<file path="config.mk">
export PLATFORM = sky130hd
export DESIGN_NAME = rs_syndrome_check
export DESIGN_NICKNAME = d
export VERILOG_FILES = /design/src/rtl/rs_encoder_pkg.sv /design/src/rtl/rs_syndrome_cell.sv /design/src/rtl/rs_syndrome_check.sv
export SDC_FILE = /design/constraint.sdc
export NUM_CORES = 1
export LEC_CHECK = 0
export ABC_CLOCK_PERIOD_IN_PS = 33800
export CAP_MARGIN = 40
export CORE_MARGIN = 8
export CORE_UTILIZATION = 40
export CTS_CLUSTER_SIZE = 10
export DETAILED_ROUTE_END_ITERATION = 10
export SLEW_MARGIN = 10
export SYNTH_ARGS = -nofsm -noshare
export SYNTH_HDL_FRONTEND = slang
export SYNTH_HIERARCHICAL = 1
export SYNTH_SLANG_ARGS = --single-unit
</file>
<file path="constraint.sdc">
create_clock -name clk -period 33.8 [get_ports clk]
set_input_delay 6.76 -clock clk [delete_from_list [all_inputs] [get_ports clk]]
set_output_delay 6.76 -clock clk [all_outputs]
set_load 0.02 [all_outputs]
</file>
<file path="src/rtl/rs_encoder_pkg.sv">
`default_nettype none
// ============================================================================
//  Package     : rs_encoder_pkg
//  Description : Shared Reed-Solomon code parameters, byte/position types and
//                GF(2^8) helpers: a constant multiplier and a table of alpha
//                powers used to derive the syndrome root constants.
//  Revision    : 1.0  initial release
// ============================================================================
package rs_encoder_pkg;

   // Code geometry: RS(255,223) over GF(2^8)
   localparam int unsigned RS_K            = 223;
   localparam int unsigned RS_PARITY_BYTES = 32;
   localparam int unsigned RS_N            = RS_K + RS_PARITY_BYTES;
   // First consecutive root exponent of the generator polynomial
   localparam int unsigned RS_FCR          = 1;
   // Field polynomial x^8 + x^4 + x^3 + x^2 + 1
   localparam logic [8:0]  RS_GF_POLY      = 9'h11D;

   localparam int unsigned RS_POS_W        = $clog2(RS_N);
   localparam int unsigned RS_NZ_W         = $clog2(RS_PARITY_BYTES + 1);

   typedef logic [7:0]          rs_byte_t;
   typedef logic [RS_POS_W-1:0] rs_pos_t;
   typedef logic [RS_NZ_W-1:0]  rs_nz_t;
   // alpha^e for e = 0..254, entry e at index e
   typedef logic [254:0][7:0]   rs_alpha_tab_t;

   // Multiply by alpha (x) with reduction by the field polynomial
   function automatic rs_byte_t gf_xtime(input rs_byte_t a);
      rs_byte_t r;
      r = {a[6:0], 1'b0};
      if (a[7]) begin
         r = r ^ RS_GF_POLY[7:0];
      end
      return r;
   endfunction

   // General GF(2^8) multiply, shift-and-add
   function automatic rs_byte_t gf_mul(input rs_byte_t a, input rs_byte_t b);
      rs_byte_t acc;
      rs_byte_t x;
      acc = '0;
      x   = a;
      for (int i = 0; i < 8; i++) begin
         if (b[i]) begin
            acc = acc ^ x;
         end
         x = gf_xtime(x);
      end
      return acc;
   endfunction

   // Build the alpha power table at elaboration time
   function automatic rs_alpha_tab_t gf_gen_alpha_tab();
      rs_alpha_tab_t t;
      rs_byte_t      x;
      x = 8'h01;
      for (int e = 0; e < 255; e++) begin
         t[e] = x;
         x    = gf_xtime(x);
      end
      return t;
   endfunction

   localparam rs_alpha_tab_t RS_ALPHA_POW = gf_gen_alpha_tab();

endpackage
`default_nettype wire

</file>
<file path="src/rtl/rs_syndrome_cell.sv">
`default_nettype none
// ============================================================================
//  Module      : rs_syndrome_cell
//  Description : One Horner syndrome accumulator S = S*alpha^ROOT_EXP ^ byte.
//                syn_next_o is the value including the current byte so the
//                parent can capture a block's final syndrome on the same
//                edge that clears the accumulator.
//  Revision    : 1.0  initial release
// ============================================================================
module rs_syndrome_cell
   import rs_encoder_pkg::*;
#(
   parameter int unsigned ROOT_EXP = 1
)
(
   input  logic     clk,
   input  logic     rst_n,
   input  logic     en_i,
   input  logic     clr_i,
   input  rs_byte_t data_i,
   output rs_byte_t syn_next_o
);

   localparam rs_byte_t c_ROOT = RS_ALPHA_POW[ROOT_EXP % 255];

   rs_byte_t syn_q;
   rs_byte_t syn_d;

   // Horner step: fold the incoming byte into the running evaluation
   always_comb begin
      syn_d = gf_mul(syn_q, c_ROOT) ^ data_i;
   end

   // Accumulator register; a block-end byte restarts it from zero
   always_ff @(posedge clk or posedge rst_n) begin
      if (rst_n) begin
         syn_q <= '0;
      end else if (en_i) begin
         syn_q <= clr_i ? '0 : syn_d;
      end
   end

   assign syn_next_o = syn_d;

endmodule
`default_nettype wire

</file>
<file path="src/rtl/rs_syndrome_check.sv">
`default_nettype none
// ============================================================================
//  Module      : rs_syndrome_check
//  Description : Streams RS codewords, computes all syndromes with one
//                Horner cell per root, forwards message (and optionally
//                parity) bytes through a single output register and reports
//                per-block error status (any nonzero / count nonzero).
//                Optional macro RS_FRAME_CHECK_EN adds a framing-violation
//                flag (m_stat_frame_err) checking sop/is_parity/last tags.
//  Revision    : 1.0  initial release
// ============================================================================
module rs_syndrome_check
   import rs_encoder_pkg::*;
#(
   parameter bit DROP_PARITY = 1'b1
)
(
   input  logic     clk,
   input  logic     rst_n,
   input  logic     s_axis_valid,
   output logic     s_axis_ready,
   input  rs_byte_t s_axis_data,
   input  logic     s_axis_last,
   input  logic     s_axis_sop,
   input  logic     s_axis_is_parity,
   output logic     m_axis_valid,
   input  logic     m_axis_ready,
   output rs_byte_t m_axis_data,
   output logic     m_axis_last,
   output logic     m_axis_sop,
   output logic     m_axis_is_parity,
   output logic     m_stat_valid,
   input  logic     m_stat_ready,
   output logic     m_stat_err,
`ifdef RS_FRAME_CHECK_EN
   output logic     m_stat_frame_err,
`endif
   output rs_nz_t   m_stat_nz_cnt
);

   localparam rs_pos_t c_LAST_POS  = rs_pos_t'(RS_N - 1);
   localparam rs_pos_t c_FIRST_PAR = rs_pos_t'(RS_K);
   localparam rs_pos_t c_LAST_FWD  = DROP_PARITY ? rs_pos_t'(RS_K - 1) : c_LAST_POS;

   logic     run_q;
   rs_pos_t  pos_q;
   rs_pos_t  pos_d;

   logic     w_in_hs;
   logic     w_blk_end;
   logic     w_is_par;
   logic     w_fwd;

   rs_byte_t w_syn_next [RS_PARITY_BYTES];
   rs_nz_t   w_nz;
   logic     w_err;

   logic     m_valid_q;
   rs_byte_t m_data_q;
   logic     m_last_q;
   logic     m_sop_q;
   logic     m_par_q;

   logic     stat_valid_q;
   logic     stat_err_q;
   rs_nz_t   stat_nz_q;

   // Input accepted only when the output slot frees up and no status waits
   assign s_axis_ready = run_q && (!m_valid_q || m_axis_ready) && !stat_valid_q;
   assign w_in_hs      = s_axis_valid && s_axis_ready;
   assign w_blk_end    = (pos_q == c_LAST_POS);
   assign w_is_par     = (pos_q >= c_FIRST_PAR);
   assign w_fwd        = w_in_hs && (!DROP_PARITY || !w_is_par);

   // Keep input closed for the first cycle after reset release
   always_ff @(posedge clk or posedge rst_n) begin
      if (rst_n) begin
         run_q <= 1'b0;
      end else begin
         run_q <= 1'b1;
      end
   end

   // Next byte position: advance per accepted byte, wrap after the last one
   always_comb begin
      pos_d = pos_q;
      if (w_in_hs) begin
         pos_d = w_blk_end ? '0 : pos_q + rs_pos_t'(1);
      end
   end

   // Byte position register
   always_ff @(posedge clk or posedge rst_n) begin
      if (rst_n) begin
         pos_q <= '0;
      end else begin
         pos_q <= pos_d;
      end
   end

   for (genvar j = 0; j < RS_PARITY_BYTES; j++) begin : g_cells
      rs_syndrome_cell #(
         .ROOT_EXP (RS_FCR + j)
      ) u_cell (
         .clk        (clk),
         .rst_n      (rst_n),
         .en_i       (w_in_hs),
         .clr_i      (w_blk_end),
         .data_i     (s_axis_data),
         .syn_next_o (w_syn_next[j])
      );
   end

   // Count syndromes that would be nonzero after the current byte
   always_comb begin
      w_nz = '0;
      for (int j = 0; j < RS_PARITY_BYTES; j++) begin
         if (w_syn_next[j] != '0) begin
            w_nz = w_nz + rs_nz_t'(1);
         end
      end
   end

   assign w_err = (w_nz != '0);

   // Single output register; holds its content while the sink stalls
   always_ff @(posedge clk or posedge rst_n) begin
      if (rst_n) begin
         m_valid_q <= 1'b0;
         m_data_q  <= '0;
         m_last_q  <= 1'b0;
         m_sop_q   <= 1'b0;
         m_par_q   <= 1'b0;
      end else if (w_fwd) begin
         m_valid_q <= 1'b1;
         m_data_q  <= s_axis_data;
         m_last_q  <= (pos_q == c_LAST_FWD);
         m_sop_q   <= (pos_q == '0);
         m_par_q   <= w_is_par;
      end else if (m_axis_ready) begin
         m_valid_q <= 1'b0;
      end
   end

   assign m_axis_valid     = m_valid_q;
   assign m_axis_data      = m_data_q;
   assign m_axis_last      = m_last_q;
   assign m_axis_sop       = m_sop_q;
   assign m_axis_is_parity = m_par_q;

   // Capture block status on the final byte, release it on the handshake
   always_ff @(posedge clk or posedge rst_n) begin
      if (rst_n) begin
         stat_valid_q <= 1'b0;
         stat_err_q   <= 1'b0;
         stat_nz_q    <= '0;
      end else if (w_in_hs && w_blk_end) begin
         stat_valid_q <= 1'b1;
         stat_err_q   <= w_err;
         stat_nz_q    <= w_nz;
      end else if (stat_valid_q && m_stat_ready) begin
         stat_valid_q <= 1'b0;
      end
   end

   assign m_stat_valid  = stat_valid_q;
   assign m_stat_err    = stat_err_q;
   assign m_stat_nz_cnt = stat_nz_q;

`ifdef RS_FRAME_CHECK_EN
   logic frame_q;
   logic stat_frame_q;
   logic w_frame_bad;

   // Any tag disagreeing with the position-derived framing is a violation
   assign w_frame_bad = (s_axis_sop       != (pos_q == '0)) ||
                        (s_axis_is_parity != w_is_par)      ||
                        (s_axis_last      != w_blk_end);

   // Sticky violation flag per block, handed to the status on block end
   always_ff @(posedge clk or posedge rst_n) begin
      if (rst_n) begin
         frame_q      <= 1'b0;
         stat_frame_q <= 1'b0;
      end else if (w_in_hs) begin
         if (w_blk_end) begin
            stat_frame_q <= frame_q || w_frame_bad;
            frame_q      <= 1'b0;
         end else begin
            frame_q      <= frame_q || w_frame_bad;
         end
      end
   end

   assign m_stat_frame_err = stat_frame_q;
`else
   // Framing tags carry no meaning when the checker is not built
   logic w_unused_tags;
   assign w_unused_tags = s_axis_sop ^ s_axis_is_parity ^ s_axis_last;
`endif

endmodule
`default_nettype wire

</file>
==> flow_results.org, run 1 <==
** Logic synthesis
- Number of nets produced by synthesis :: 2485
- Most frequently used cell type in the post-synthesis netlist :: xnor2_1
- Synth Area per Inst :: 9.90 sq um
- Biggest area contributors in the synthesized netlist :: dfrtp_1, xnor2_1, xor2_1
- Number of standard cells after synthesis :: 2435
- In this run, synthesis inferred 0 flip-flops with an integrated enable.
- In the synthesized netlist the async set-or-reset flop fraction comes to 100%.
- In this run the biggest area consumer among cell types represents 29.6% of the synthesized area.
- Number of unique standard cell types used by synthesis :: 111
- Most area-hungry cell type in the Yosys netlist :: dfrtp_1
- Most instantiated cells after synthesis :: xnor2_1, dfrtp_1, inv_1, xor2_1, a22o_1
- For this run, the leading register cell type out of synthesis is dfrtp_1.
- Area of the mapped netlist :: 24100 sq um
- The Yosys step of the flow raised 6 warnings.
- Share of synthesized area occupied by flip-flops and latches :: 29.6%
- The synthesized design contains 285 register bits.

** Clock tree
- The number of gates resized after CTS was 0.
- Clock sink count :: 285
- Total setup buffers inserted after CTS :: 0
- The tree is rooted in a clkbuf_16.
- Depth of the CTS H-tree :: 2
- The clock passes through at most 3 buffers.
- TritonCTS built the clock tree.
- Number of buffers inserted by hold repair at cts :: 0
- Clock latency on the worst-skew pair :: 0.56 ns
- Clock buffers created by TritonCTS :: 38
- Clk slew on worst S/H paths :: 0.05 ns

** Worst setup path
- For this run, the slowest stage of the critical path takes 0.71 ns.
- Worst EP required :: 34.21 ns
- Cell occurring most often along the worst timing path :: ha_1
- The cell family contributing the most delay on the critical path is compound AO/OA/AOI/OAI gates.
- The slowest stage of the critical path belongs to the cell o41ai_1.
- Type of destination of the critical path :: register
- Data arrives at the worst endpoint at 26.43 ns.
- Crit path buf inv count :: 5
- Class of the most critical setup path :: in2reg
- In this run the worst path has a maximum fanout of 20.
- Crit start category :: input pin

** Floorplanning
- From bottom edge to top edge, the die measures 261 um.
- Initial core utilization :: 40.2%
- The floorplan has 90 rows.
- The floorplan step set the die width to 261 um.
- Placeable core area :: 60000 sq um
- Area enclosed by the die boundary :: 68400 sq um
- Number of placed I/O pins :: 37

** Timing
- Setup violations remaining at the end of the flow were counted as 0.
- Worst slew margin relative to its limit :: 41.0%
- Final hold violation count :: 0
- Slew at the pin with the worst max-slew slack :: 0.878 ns
- Max-slew violations :: 0
- In the finished design, the share of the clock period the worst path needs comes to 77.0%.
- Max Fclk :: 38.4 MHz
- Setup slack closes at 7.78 ns.
- On the final layout, the worst clock skew is 0.0123 ns.
- Setup repair after global routing left no endpoint under its margin.
- Summed over all failing endpoints, the final setup total negative slack is 0 ns.
- Counting I/O delays and the setup requirement, the final critical path takes 26.02 ns.

** Finish
- Layout-stage area growth over the synthesis result :: 9.50%
- In the final design database the tool counted 2509 nets.
- # diodes :: 0
- Once layout is done, the placed cells without fillers occupy 26400 sq um.
- In the final layout, the share of cells above drive strength 1 is 9.39%.
- Fillcell total :: 5656

** Global route
- The number of antenna violations at the first check in global routing was 0.
- Overflow left after global routing :: 0
- Global-route wire length before repair :: 94.9 mm
- Vias in the first global route :: 18100
- Pin count of the biggest net entering global routing :: 75
- Total routing usage reported by global routing :: 17.0%
- Routing usage on met3 :: 2.07%
- Gr busiest metal :: met2
- For this run, global-route usage on met2 was measured as 29.1%.
- For this run, global-route usage on met1 was measured as 22.1%.

** Routing
- For this block, the initial DRC count from the detailed router was 906.
- Number of vias in the routed layout :: 17700
- Post-DR wirelength/cell :: 17.8 um
- DR pass1 iterations :: 5
- Total detailed-routing wirelength :: 58.2 mm
- Mean number of vias per cell :: 5.42
- DRC violations left :: 0
- Remaining antenna violation count after routing :: 0

** Placed design
- Pre-CTS WS :: 7.25 ns
- The congestion estimate from routability-driven global placement came to 0.845.
- Number of buffers inserted by port buffering :: 33
- Detailed placement ended at an HPWL of 40.1 mm.
- Summing all placed instances gives a cell area of 25200 sq um.

** Hold path
- The tightest min-delay check is of the reg2reg type.

** Job
- Max-cap violations :: 0

** Status
- The run finished with clean final reports.
==> logic make-up after synthesis <==
family	Yosys count	share of synthesized area, %
xor gates and xnor gates	797	35.7
other	1	0.0156
AOI/OAI and AO/OA	492	15.3
muxes	37	1.62
adders and majority gates	34	1.76
buffers and inverters	265	4.60
and+or+nand+nor	524	11.5
DFF	285	29.6
==> worst min-delay path: cells and delay by family (launching register included) <==
| family | cells | cell delay, ns |
|---|---|---|
| and+or+nand+nor | 1 | 0.05 |
| DFF | 1 | 0.34 |
| AOI/OAI and AO/OA | 1 | 0.06 |
==> sequential cells by signal, summed over array words and instances, names as in the netlist <==
signal and flops:
m_axis_valid 1, m_axis_is_parity 1, m_stat_nz_cnt 6, m_stat_err 1, m_axis_sop 1, g_cells.u_cell/syn_q 256
m_stat_valid 1, m_axis_last 1, m_axis_data 8, run_q 1, pos_q 8
==> metal layers <==
layer / routed length, um / vias up
li1: - / 8529
met1: 26600 / 8713
met2: 28000 / 351
met3: 2040 / 92
met4: 1590 / 0
met5: 0 / -
==> layout by cell type (no fill, tap or decap), types with 15 or more instances in the layout <==
master | synthesis | final
a21oi_1 | 46 | 46
a22o_1 | 138 | 138
a31oi_1 | 15 | 15
and2_1 | 17 | 17
buf_4 | 3 | 15
clkbuf_16 | 0 | 41
clkdlybuf4s50_1 | 0 | 24
dfrtp_1 | 285 | 285
ha_1 | 34 | 34
inv_1 | 180 | 180
mux2_2 | 16 | 16
mux2i_1 | 21 | 21
nand2_1 | 123 | 123
nand2b_1 | 28 | 28
nand3_1 | 48 | 48
nor2_1 | 96 | 95
nor2b_1 | 30 | 30
nor3_1 | 33 | 33
nor4_1 | 53 | 53
o21ai_0 | 84 | 84
o22ai_1 | 39 | 39
o31ai_1 | 16 | 16
or4_1 | 19 | 19
xnor2_1 | 487 | 487
xnor2_2 | 25 | 25
xnor3_1 | 63 | 63
xor2_1 | 178 | 178
xor2_2 | 15 | 15
==> per-stage QoR <==
stage	hold WS (ns)	utilization [%]	cells
finish	0.484	44.0	3263
global route	0.531	44.0	3263
CTS	0.488	44.0	3263
detailed placement	0.470	41.9	3201
global placement	0.472	41.9	3199
floorplan	0.480	-	2435
==> layout make-up <==
cell class                 instances  area, sq um  area share, %
multi-input combinational       1885        15900           60.1
sequential                       285         7130           27.0
clock buffer                      55         1170           4.43
tap                              782          978           3.71
inverter                         200          759           2.88
timing repair buffer              49          425           1.61
clock inverter                     7         60.1          0.228
==> worst paths after layout <==
path	from	slack [ns]	endpoint	cells after the start
min in group asynchronous	rst_n	6.42	pos_q[4]$_DFFE_PP0P_	2
hold / removal	m_axis_sop$_DFFE_PP0P_	0.48	m_axis_sop$_DFFE_PP0P_	2
hold reg to reg	m_axis_sop$_DFFE_PP0P_	0.48	m_axis_sop$_DFFE_PP0P_	2
setup / recovery	s_axis_data[5]	7.78	m_stat_err$_DFFE_PP0P_	93
setup reg to reg	g_cells[1].u_cell/syn_q[7]$_DFFE_PP0P_	14.41	m_stat_err$_DFFE_PP0P_	92
max in group asynchronous	rst_n	26.83	g_cells[30].u_cell/syn_q[7]$_DFFE_PP0P_	3
Power of run 1 is not shown: default switching activity piles up to over one toggle a cycle in this logic, so the estimate is an artifact.
==> run 2, diff against run 1 <==
ABC_CLOCK_PERIOD_IN_PS = 25100   (was 33800)
clock period = 25.1 ns   (was 33.8 ns; I/O delays follow)
==> run 2 against run 1 <==
  * Final cell count grew 0.37%
  * Critical endpoint unchanged
  * Global-route usage is essentially flat
  * Non-clock buffer count grew 9
  * Critical path depth grew 3
  * Worst setup slack lost 6.0 ns
  * Sequential share of layout area is essentially flat
  * First-iteration DRC count grew 3.6%
  * Highest routed layer unchanged
  * Utilization is essentially flat
  * Critical path type unchanged
  * Via count grew 0.18%
  * Worst hold slack lost 0.0026 ns
  * Design area is essentially flat
==> flow_results.org, run 2 (same netlist as run 1, synthesis figures left out) <==
** Timing
- Time the final worst path needs with I/O delays and setup :: 23.31 ns
- The number of hold violations in the final report came to 0 (unchanged).
- The remaining max-slew budget at the tightest pin is 40.9% (was 41.0%).
- The worst hold slack was 0.482 ns (was 0.484 ns).
- The number of max-slew violations in the final report was 0 (unchanged).
- Max Fclk :: 42.9 MHz
- The final setup violation count came to 0 (unchanged).
- In the finished design, the share of the clock period the worst path needs comes to 92.9%.
- The measured slew at the worst slew-check pin came to 0.887 ns (was 0.878 ns).
- Fin Clk Skew :: 0.0267 ns (was 0.0123 ns)
- RSZ-0062 raised after global routing: false (unchanged).
- The final-layout setup total negative slack came to 0 ns (unchanged).

** Global route
- Global-route wire length before repair :: 95.4 mm (was 94.9 mm)
- Total routing usage reported by global routing :: 17.0% (about the same)
- Pin count of the biggest net entering global routing :: 82 (was 75)
- The via count of the first global-routing pass was 18200 (was 18100).
- The number of antenna violations at the first check in global routing was 0 (unchanged).
- The remaining global-route overflow was 0 (unchanged).

** Floorplanning
- The die width was 261 um (unchanged).
- Die span in y :: 261 um (unchanged)
- The area enclosed by the die boundary is 68400 sq um (unchanged).
- The top-level port count came to 37 (unchanged).
- Number of rows created at floorplan :: 90 (unchanged)
- The total core area came to 60000 sq um (unchanged).
- The starting density of the core was 40.2% (unchanged).

** Clock tree
- The number of clock sinks came to 285 (unchanged).
- Clock Root Buffer :: clkbuf_16 (unchanged)
- The number of clock buffers inserted by TritonCTS is 38 (unchanged).
- Number of buffers inserted by hold repair at cts :: 0 (unchanged)
- The buffer count from post-CTS setup fixing is 0 (unchanged).
- The maximum clock path buffer count came to 3 (unchanged).
- The clock latency of the later-clocked register in the worst-skew pair is 0.56 ns (about the same).
- The level count of the clock H-tree was 2 (unchanged).
- Clk slew on worst S/H paths :: 0.05 ns (about the same)
- TritonCTS clock tree :: built (unchanged)
- The count of instances resized after the clock tree is built came to 0 (unchanged).

** Job
- Max-cap violations :: 0 (unchanged)

** Routing
- The number of violations reported at the end of detailed-routing iteration 0 came to 939 (was 906).
- The number of nets with antenna violations after detailed routing was 0 (unchanged).
- The number of optimization iterations in the first detailed-route pass came to 5 (unchanged).
- Post-DR wirelength/cell :: 17.6 um (was 17.8 um)
- The per-cell via count in the routed design came to 5.41 (was 5.42).
- The vias after detailed routing was 17700 (about the same).
- The wire length reported by the detailed router was 57.8 mm (was 58.2 mm).
- The residual DRC count was 0 (unchanged).

** Worst setup path
- The type of the worst setup path is in2reg (unchanged).
- The peak per-stage delay on the critical path was 0.46 ns (was 0.71 ns).
- CP Max Fanout :: 10 (was 20)
- Type of destination of the critical path :: register (unchanged)
- The sort of element at the start of the critical path is an input pin (unchanged).
- Worst EP required :: 25.52 ns (was 34.21 ns)
- The dominant cell type by count on the critical path is ha_1 (unchanged).
- The cell type of the slowest stage on the worst timing path was nor4_1 (was o41ai_1).
- The arrival time of data at the critical path endpoint is 23.74 ns (was 26.43 ns).

** Finish
- Largest register by flop count :: g_cells.u_cell/syn_q (unchanged)
- Finished layout cell area :: 26400 sq um (about the same)
- Most common cell after layout, fill and taps aside :: xnor2_1 (unchanged)
- Layout net count :: 2518 (was 2509)
- Number of flip-flops in the largest register :: 256 (unchanged)
- Fraction of final layout cells sized beyond drive strength 1 :: 9.59% (was 9.39%)
- The layout overhead on the synthesized area came to 9.61% (was 9.50%).
- The number of inserted diodes was 0 (unchanged).
- The number of inserted filler cells in the final layout came to 5694 (was 5656).
- Most frequent cells in the layout :: xnor2_1, dfrtp_1, inv_1 (unchanged)

** Placed design
- The estimated wirelength of the detail-placed design came to 40.7 mm (was 40.1 mm).
- The global placement routability congestion is 0.861 (was 0.845).
- Number of buffers inserted by port buffering :: 33 (unchanged)
- Post-DP Area :: 25200 sq um (about the same)

** Status
- Result of the run: complete, no violations (unchanged).

** Hold path
- Hold/Removal Path Class :: reg2reg (unchanged)
==> run 2: worst paths after layout <==
check                                                  startpoint                                     end  slack, ns  cells past startpoint
max                                                s_axis_data[6]                  m_stat_err$_DFFE_PP0P_       1.79                     96
min                                  m_axis_is_parity$_DFFE_PP0P_            m_axis_is_parity$_DFFE_PP0P_       0.48                      1
max reg2reg                g_cells[0].u_cell/syn_q[7]$_DFFE_PP0P_                  m_stat_err$_DFFE_PP0P_       6.05                     95
min reg2reg                          m_axis_is_parity$_DFFE_PP0P_            m_axis_is_parity$_DFFE_PP0P_       0.48                      1
max in group asynchronous                                   rst_n                    pos_q[6]$_DFFE_PP0P_      19.70                      4
min in group asynchronous                                   rst_n  g_cells[9].u_cell/syn_q[1]$_DFFE_PP0P_       4.72                      3
==> run 2: metrics by stage <==
stage	util (%)	setup slack, ns	std cells
global placement	42.0	1.52	3208
global route	44.0	0.169	3275
floorplan	-	4.05	2435
detailed placement	42.0	1.28	3210
finish	44.0	1.79	3275
CTS	44.0	1.81	3275
==> run 2: cell type report <==
type	instances	area (sq um)	share of cell area, %
sequential	285	7130	27.0
tap	782	978	3.70
timing repair buffer	58	480	1.82
multi-input combinational	1885	15900	60.1
clock inverter	6	58.8	0.223
inverter	200	759	2.87
clock buffer	59	1140	4.32
==> run 2: routing by layer <==
layer / routed length (um) / GRT usage (%) / vias up
met2: 28200 / 29.7 / 259
met1: 26300 / 21.6 / 8807
met5: 0 / 0 / -
met4: 1460 / 5.30 / 0
li1: - / - / 8560
met3: 1810 / 2.16 / 91
==> run 2: critical path, delay by kind of cell <==
kind                     cells  cell delay [ns]
AND/OR/NAND/NOR             28             4.54
AO/OA/AOI/OAI               22             3.43
multiplexers                 9             2.12
XOR/XNOR                    14             2.80
adder cells (fa/ha/maj)     17             4.86
buffers and inverters        6             0.91
Power of run 2 is left out for the same reason.
